File: config.mk
export PLATFORM = sky130hd
export DESIGN_NAME = avg_pair_serializer
export DESIGN_NICKNAME = d
export VERILOG_FILES = /design/src/rtl/avg_ser_pkg.sv /design/src/rtl/pair_fifo.sv /design/src/rtl/avg_pair_serializer.sv
export SDC_FILE = /design/constraint.sdc
export NUM_CORES = 1
export LEC_CHECK = 0
export ABC_AREA = 1
export CAP_MARGIN = 10
export CORE_ASPECT_RATIO = 1.75
export CORE_UTILIZATION = 46
export DETAILED_ROUTE_END_ITERATION = 10
export PLACE_DENSITY = 0.65
export SYNTH_ARGS = -nofsm -noshare
export SYNTH_HDL_FRONTEND = slang
export SYNTH_SLANG_ARGS = --single-unit
File: constraint.sdc
create_clock -name clk -period 3 [get_ports clk]
set_input_delay 0.6 -clock clk [delete_from_list [all_inputs] [get_ports clk]]
set_output_delay 0.6 -clock clk [all_outputs]
set_load 0.01 [all_outputs]
File: src/rtl/avg_ser_pkg.sv
// rtl/avg_ser_pkg.sv - shared constants and read-FSM encoding for avg_pair_serializer
package avg_ser_pkg;

    localparam int DATA_W_DEF = 12;
    localparam int OVF_CNT_W  = 16;

    typedef enum logic [1:0] {
        ST_IDLE  = 2'd0,
        ST_SEND1 = 2'd1,
        ST_SEND2 = 2'd2
    } rd_state_e;

endpackage

File: src/rtl/pair_fifo.sv
// rtl/pair_fifo.sv - first-word-fall-through pair FIFO, DEPTH entries of WIDTH bits
module pair_fifo #(
    parameter int WIDTH = 24,
    parameter int DEPTH = 4
) (
    input  logic             clk,
    input  logic             rst_n,
    input  logic             push,
    input  logic             pop,
    input  logic [WIDTH-1:0] din,
    output logic [WIDTH-1:0] dout,
    output logic             full,
    output logic             empty
);

    localparam int AW = $clog2(DEPTH);

    logic [AW:0]      wr_ptr_q, wr_ptr_d;
    logic [AW:0]      rd_ptr_q, rd_ptr_d;
    logic [WIDTH-1:0] mem_q [DEPTH];
    logic             push_ok;
    logic             pop_ok;

    // Extra pointer MSB distinguishes full from empty when the indices match.
    assign full    = (wr_ptr_q[AW] != rd_ptr_q[AW]) && (wr_ptr_q[AW-1:0] == rd_ptr_q[AW-1:0]);
    assign empty   = (wr_ptr_q == rd_ptr_q);
    assign push_ok = push & ~full;
    assign pop_ok  = pop & ~empty;
    assign dout    = mem_q[rd_ptr_q[AW-1:0]];

    always_comb begin
        wr_ptr_d = wr_ptr_q;
        rd_ptr_d = rd_ptr_q;
        if (push_ok) begin
            wr_ptr_d = wr_ptr_q + (AW+1)'(1);
        end
        if (pop_ok) begin
            rd_ptr_d = rd_ptr_q + (AW+1)'(1);
        end
    end

    always_ff @(posedge clk or negedge rst_n) begin
        if (!rst_n) begin
            wr_ptr_q <= '0;
            rd_ptr_q <= '0;
        end else begin
            wr_ptr_q <= wr_ptr_d;
            rd_ptr_q <= rd_ptr_d;
        end
    end

    always_ff @(posedge clk) begin
        if (push_ok) begin
            mem_q[wr_ptr_q[AW-1:0]] <= din;
        end
    end

endmodule

File: src/rtl/avg_pair_serializer.sv
// rtl/avg_pair_serializer.sv - serializes filter output pairs into framed words; AVG_SER_OVF_CNT_EN adds ovf_count
module avg_pair_serializer
    import avg_ser_pkg::*;
#(
    parameter int DATA_W     = DATA_W_DEF,
    parameter int FIFO_DEPTH = 4,
    parameter int FRAME_LEN  = 256
) (
    input  logic              clk,
    input  logic              reset_n,
    input  logic              in_ready,
    input  logic [DATA_W-1:0] in1,
    input  logic [DATA_W-1:0] in2,
    output logic [DATA_W-1:0] m_data,
    output logic              m_valid,
    input  logic              m_ready,
    output logic              m_sof,
    output logic              m_eof,
    output logic              overflow
`ifdef AVG_SER_OVF_CNT_EN
    ,
    output logic [OVF_CNT_W-1:0] ovf_count
`endif
);

    localparam int CNT_W = $clog2(FRAME_LEN);
    localparam logic [CNT_W-1:0] CNT_LAST = CNT_W'(FRAME_LEN - 1);

    logic                in_ready_q;
    logic                rise;
    logic                fifo_push;
    logic                fifo_pop;
    logic                fifo_full;
    logic                fifo_empty;
    logic [2*DATA_W-1:0] fifo_dout;
    logic                hs;
    logic                drop;

    rd_state_e           state_q, state_d;
    logic [DATA_W-1:0]   m_data_q, m_data_d;
    logic [DATA_W-1:0]   second_q, second_d;
    logic                m_valid_q, m_valid_d;
    logic [CNT_W-1:0]    word_cnt_q, word_cnt_d;
    logic                overflow_q, overflow_d;

    assign rise      = in_ready & ~in_ready_q;
    assign fifo_push = rise & ~fifo_full;
    assign drop      = rise & fifo_full;
    assign hs        = m_valid_q & m_ready;

    pair_fifo #(
        .WIDTH (2*DATA_W),
        .DEPTH (FIFO_DEPTH)
    ) u_fifo (
        .clk   (clk),
        .rst_n (reset_n),
        .push  (fifo_push),
        .pop   (fifo_pop),
        .din   ({in1, in2}),
        .dout  (fifo_dout),
        .full  (fifo_full),
        .empty (fifo_empty)
    );

    // The popped entry's in2 half waits in second_q while in1 is on the bus.
    always_comb begin
        state_d   = state_q;
        m_data_d  = m_data_q;
        second_d  = second_q;
        m_valid_d = m_valid_q;
        fifo_pop  = 1'b0;
        case (state_q)
            ST_IDLE: begin
                if (!fifo_empty) begin
                    fifo_pop  = 1'b1;
                    m_data_d  = fifo_dout[2*DATA_W-1:DATA_W];
                    second_d  = fifo_dout[DATA_W-1:0];
                    m_valid_d = 1'b1;
                    state_d   = ST_SEND1;
                end
            end
            ST_SEND1: begin
                if (hs) begin
                    m_data_d = second_q;
                    state_d  = ST_SEND2;
                end
            end
            ST_SEND2: begin
                if (hs) begin
                    if (!fifo_empty) begin
                        fifo_pop = 1'b1;
                        m_data_d = fifo_dout[2*DATA_W-1:DATA_W];
                        second_d = fifo_dout[DATA_W-1:0];
                        state_d  = ST_SEND1;
                    end else begin
                        m_valid_d = 1'b0;
                        state_d   = ST_IDLE;
                    end
                end
            end
            default: begin
                m_valid_d = 1'b0;
                state_d   = ST_IDLE;
            end
        endcase
    end

    always_comb begin
        word_cnt_d = word_cnt_q;
        if (hs) begin
            word_cnt_d = (word_cnt_q == CNT_LAST) ? '0 : word_cnt_q + CNT_W'(1);
        end
        overflow_d = overflow_q | drop;
    end

    always_ff @(posedge clk or negedge reset_n) begin
        if (!reset_n) begin
            in_ready_q <= 1'b0;
            state_q    <= ST_IDLE;
            m_data_q   <= '0;
            second_q   <= '0;
            m_valid_q  <= 1'b0;
            word_cnt_q <= '0;
            overflow_q <= 1'b0;
        end else begin
            in_ready_q <= in_ready;
            state_q    <= state_d;
            m_data_q   <= m_data_d;
            second_q   <= second_d;
            m_valid_q  <= m_valid_d;
            word_cnt_q <= word_cnt_d;
            overflow_q <= overflow_d;
        end
    end

    assign m_data   = m_data_q;
    assign m_valid  = m_valid_q;
    assign m_sof    = m_valid_q && (word_cnt_q == '0);
    assign m_eof    = m_valid_q && (word_cnt_q == CNT_LAST);
    assign overflow = overflow_q;

`ifdef AVG_SER_OVF_CNT_EN
    logic [OVF_CNT_W-1:0] ovf_cnt_q, ovf_cnt_d;

    always_comb begin
        ovf_cnt_d = ovf_cnt_q;
        if (drop && (ovf_cnt_q != {OVF_CNT_W{1'b1}})) begin
            ovf_cnt_d = ovf_cnt_q + OVF_CNT_W'(1);
        end
    end

    always_ff @(posedge clk or negedge reset_n) begin
        if (!reset_n) begin
            ovf_cnt_q <= '0;
        end else begin
            ovf_cnt_q <= ovf_cnt_d;
        end
    end

    assign ovf_count = ovf_cnt_q;
`endif

endmodule

# After elaboration in Yosys (flattened, before gate mapping)

Memory sizes are Yosys's and may differ from the RTL's.
Index checks and enable logic that the tools add are counted.

Register bits after elaboration: 43
Latch bits: 0
RAM bits: 96
Memory bits (read-only): 0
Input port bits: 28
Output and inout port bits: 16
Logic and storage cells: 67
Memories: 1

Add/sub/neg operators: 3
$mul: 0
Divide/modulo/power cells: 0
Order comparisons: 0
Equal/unequal tests: 10
Shifts and indexed selects: 0
Muxes and demuxes: 22
Bitwise gates (word level): 11
Reduce and logical (&&, ||, !) cells: 11

Memories:

| memory       | words | width | rd ports | clocked after Yosys merged registers in | wr ports | RTL line        | text |
|---|---|---|---|---|---|---|---|
| u_fifo.mem_q | 4     | 24    | 1        | 0                                       | 1        | pair_fifo.sv:20 | `logic [WIDTH-1:0] mem_q [DEPTH];` |

Operators with widths:

| operator                                       | number |
|---|---|
| two-way mux 12 bit                             | 5 |
| case mux 12 bit (3 select lines)               | 1 |
| case mux 12 bit (2 select lines)               | 1 |
| adder 8 x 1 -> 8 bit (second input constant)   | 1 |
| == test 8 bit (second input constant)          | 1 |
| logical NOT 8 bit                              | 1 |
| two-way mux 1 bit                              | 8 |
| two-way mux 8 bit                              | 1 |
| != test 2 bit (second input constant)          | 4 |
| adder 3 x 1 -> 3 bit (second input constant)   | 2 |
| AND 1 bit                                      | 6 |
| two-way mux 2 bit                              | 3 |
| case mux 2 bit (3 select lines)                | 1 |
| AND reduction 3 bit                            | 2 |
| inverter 1 bit                                 | 4 |
| AND reduction 4 bit                            | 1 |
| == test 3 bit                                  | 1 |
| logical AND 1 bit                              | 3 |
| case mux 1 bit (3 select lines)                | 1 |
| nonzero test 3 bit                             | 1 |
| == test 2 x 1 -> 1 bit (second input constant) | 1 |
| == test 2 bit                                  | 1 |
| == test 2 bit (second input constant)          | 1 |
| logical NOT 2 bit                              | 1 |
| other kinds (5)                                | 5 |

# Longest topological paths before layout

Depth after elaboration: 7
Mapped depth: 10
Gate-level depth less buffers: 8

# Hierarchy

Synthesis repeated with hierarchy kept, for this count alone.

Cells, all modules: 513
Area total of the unflattened synthesis: 5808.1 sq um

By module, submodules not included:

| module              | instances | cells an instance | area an instance (sq um) |
|---|---|---|---|
| pair_fifo           | 1         | 293               | 4016.4 |
| avg_pair_serializer | 1         | 220               | 1791.7 |

# Worst setup path before layout

OpenSTA, ideal clock, no wires.

Kind: flip-flop to flip-flop
Start: register u_fifo.rd_ptr_q[1]
End: memory u_fifo.mem_q[0][0], enable pin
Library setup time: 0.405 ns
Arrival time: 2.047 ns
Required time: 2.595 ns
Setup slack: 0.548 ns
Stages on the path, launching flop included: 8
Path buffers: 1
Cells stage by stage: dfrtp_1 buf_4 inv_2 nand2_1 nand2_1 nand4_1 nand3_1 nor2_1

Longest elaborated chain between the ends: 7

RTL lines:

| item                                      | RTL line                                   | text |
|---|---|---|
| from (decl)                               | pair_fifo.sv:19                            | `logic [AW:0] rd_ptr_q, rd_ptr_d;` |
| from (signal assigned)                    | pair_fifo.sv:48                            | `rd_ptr_q <= rd_ptr_d;` |
| == test 2 bit *                           | pair_fifo.sv:25                            | `assign full = (wr_ptr_q[AW] != rd_ptr_q[AW]) && (wr_ptr_q[AW-1:0] == rd_ptr_q[AW-1:0]);` |
| logical AND 1 bit *                       | pair_fifo.sv:25                            |  |
| inverter 1 bit *                          | pair_fifo.sv:27, avg_pair_serializer.sv:47 |  |
| AND 1 bit                                 | avg_pair_serializer.sv:47                  | `assign fifo_push = rise & ~fifo_full;` |
| AND 1 bit *                               | pair_fifo.sv:27                            | `assign push_ok = push & ~full;` |
| two-way mux 1 bit *                       | pair_fifo.sv:53                            | `if (push_ok) begin` |
| two-way mux 1 bit (implied by the code) * | pair_fifo.sv:54                            | `mem_q[wr_ptr_q[AW-1:0]] <= din;` |
| to (decl)                                 | pair_fifo.sv:20                            |  |

Every way passes the cells marked *; elsewhere a longest branch is shown, timed or not.

# Worst setup path after layout

Start: register word_cnt_q[0]
End: output port m_sof

Longest elaborated chain between the ends: 2

RTL lines:

| item                   | RTL line                   | text |
|---|---|---|
| from (decl)            | avg_pair_serializer.sv:43  | `logic [CNT_W-1:0] word_cnt_q, word_cnt_d;` |
| from (signal assigned) | avg_pair_serializer.sv:131 | `word_cnt_q <= word_cnt_d;` |
| logical NOT 8 bit      | avg_pair_serializer.sv:138 | `assign m_sof = m_valid_q && (word_cnt_q == '0);` |
| logical AND 1 bit      | avg_pair_serializer.sv:138 |  |
| to (decl)              | avg_pair_serializer.sv:17  | `output logic m_sof,` |

Every way passes these cells.

==> flow_summary.yaml <==
run_status:
  status: "finished, final reports clean"
sta:
  fin_crit_sh_pct: 83.1
  fin_ws_ns: 0.506
  finalSetupTns_ns: 0
  hold_slack_ns: 0.330
  slew_headroom_pct: 36.4
  drv_slew: 0
  hold_viol_final: 0
  tightest_slew_ns: 0.954
  grt_setup_unrepaired: "false"
  finalCriticalPeriod_ns: 2.49
  finalSetupViolCount: 0
  max_freq_mhz: 401
  finClkSkew_ns: 0.00707
setup_path:
  critPathTopFamily: "buffers and inverters"
  cp_num_buf_inv: 2
  crit_chain: "inv_1 -> ha_1 -> nand4_1 -> nor3_1 -> clkdlybuf4s50_1"
  critPathLaunchType: "flip-flop"
  slowest_stage: "clkdlybuf4s50_1"
  crit_arrival_ns: 1.89
  max_stage_delay_ns: 0.56
  crit_required_ns: 2.40
  critPathKind: "reg -> out"
  crit_path_max_fanout: 4
  end_kind: "output pin"
yosys:
  synth_adder_area_share_pct: 1.53
  synth_mux_area_share_pct: 0
  synth-compound-area-share_pct: 5.37
  syn_nets: 560
  synthSimpleGateAreaFrac_pct: 19.0
  syn_inst: 525
  synth_warnings: 0
  syn_avg_cell_area_um2: 10.9
  synth_area_mm2: 0.00574
  synth_top_family_by_area: "simple AND/OR/NAND/NOR gates"
  synth-seq-area-share_pct: 69.0
  synthXorXnorAreaFrac_pct: 0.764
  ys_ff_latch: 139
  synthDistinctLibCells: 26
global_route:
  grt_pass1_wl_um: 18300
  gr-usage-met2_pct: 34.8
  busiest_layer: "met2"
  gr-usage-met1_pct: 21.3
  met3_usage_pct: 4.58
  grt_overflow_total: 0
  grt_max_degree: 51
  antenna_found_initial: 0
  grt_use_total_pct: 19.2
  grt_pass1_vias: 3703
clock_network:
  h-tree-depth: 4
  clk_pin_slew_ns: 0.06
  root_buffer: "clkbuf_16"
  cts_resized: 0
  clkLatencyLatePin_ns: 0.41
  cts_hold_buf: 0
  clockBufferDepth: 2
  cts_tree: "built"
  cts_setup_buffers: 0
  cts_inserted_buffers: 17
  numClockSinks: 139
pwr:
  p_per_area_mw_per_mm2: 672
  cellLeakagePower_nw: 2.87
  ir_drop_mv: 0.371
  power.total_mw: 4.62
layout:
  drive_gt1_share_pct: 8.56
  antenna_cells: 0
  fillers: 1049
  final_common_cell: "nand2_1"
  nNetsFinal: 606
  area_growth_pct: 19.8
  mostFrequentLayoutCells: "nand2_1, edfxtp_1, nand3_1"
  regArea_mm2: 0.00396
  multiInputGateArea_mm2: 0.00154
  fin_area_mm2: 0.00687
die:
  die_h_um: 150
  die_x_um: 86.4
  dieArea_mm2: 0.0129
  start_util_pct: 47.5
  ios: 44
  core.rowCount: 53
  placeableCoreArea_mm2: 0.0121
route:
  vias: 3802
  wl_per_cell_um: 15.3
  drc_errors: 0
  drtIter0Drc: 218
  dr.pass1.iters: 5
  antenna_left: 0
  viasPerCell: 5.08
  routed_wl_um: 11500
placement:
  dp_hpwl_um: 7440
  place_ws_ns: 0.607
  numPortBuffers: 43
  place_area_mm2: 0.00631
  gp_congestion: 0.808
flow_run:
  maxCapViolations: 0
min_path:
  hold_path.class: "in -> async"
## flip-flops by register name (all words and copies together) (netlist names)
name and count:
second_q 12, word_cnt_q 8, in_ready_q 1, m_data 12, overflow 1, u_fifo.rd_ptr_q 3
m_valid 1, u_fifo.wr_ptr_q 3, state_q 2, u_fifo.mem_q 96
## layer usage
metal,vias up,share of wire [%]
li1,1868,-
met2,74,55
met1,1844,40
met5,-,0
met4,0,2.2
met3,16,3.2
## logic make-up (layout without fill, tap and decap cells)
kind of cell,after synthesis,in the layout
adder cells (fa/ha/maj),7,7
buffers and inverters,53,112
XOR/XNOR,5,5
flip-flops,139,139
AND/OR/NAND/NOR,264,264
AO/OA/AOI/OAI,57,57
## per-stage QoR
step / instances / utilization [%]
final: 749 / 56.9
after global routing: 749 / 56.9
after CTS: 749 / 56.9
after detailed placement: 717 / 52.2
after global placement: 717 / 52.2
after floorplan: 525 / -
## worst reg2reg max path, delay by kind of cell, from the launching register on
kind,cells,cell delay (ns)
DFF,1,0.42
and+or+nand+nor,5,0.83
buffers and inverters,2,0.47
## cells in the mapped netlist, drive strengths merged
| master | instances | area [µm²] |
|---|---|---|
| inv | 27 | 101 |
| o22ai | 12 | 75.1 |
| nand4 | 6 | 37.5 |
| o21ai | 30 | 150 |
| nand2 | 158 | 601 |
| dfrtp | 43 | 1080 |
| xor2 | 4 | 35.0 |
| a21o | 1 | 7.51 |
| buf | 15 | 105 |
| edfxtp | 96 | 2880 |
| nor2 | 47 | 176 |
| xnor2 | 1 | 8.76 |
| clkbuf | 11 | 41.3 |
| a21oi | 12 | 60.1 |
| nor3 | 4 | 20.0 |
| or2 | 2 | 12.5 |
| nand3b | 1 | 7.51 |
| o21bai | 2 | 15.0 |
| nand3 | 46 | 235 |
| ha | 7 | 87.6 |
## layout make-up
type | count | share of cell area [%]
multi-input combinational | 333 | 22.4
clock inverter | 14 | 2.00
timing repair buffer | 53 | 7.28
inverter | 27 | 1.47
sequential | 139 | 57.6
clock buffer | 18 | 6.24
tap | 165 | 3.00
## report_power, final
part / internal, mW / switching (mW)
logic: 0.127 / 0.241
registers: 2.23 / 0.0543
clock network: 1.16 / 0.812
total: 3.51 / 1.11
## worst paths after layout
check	from	endpoint	slack, ns	depth (start not counted)
setup / recovery	word_cnt_q[0]	m_sof	0.51	5
hold / removal	reset_n	overflow	0.33	1
setup reg to reg	u_fifo.wr_ptr_q[1]	u_fifo.mem_q[3][7]	0.92	7
hold reg to reg	second_q[10]	second_q[10]	0.48	2
max in group asynchronous	reset_n	second_q[5]	2.06	1
min in group clk	second_q[10]	second_q[10]	0.48	2
Power figures use the tool's default switching activity.
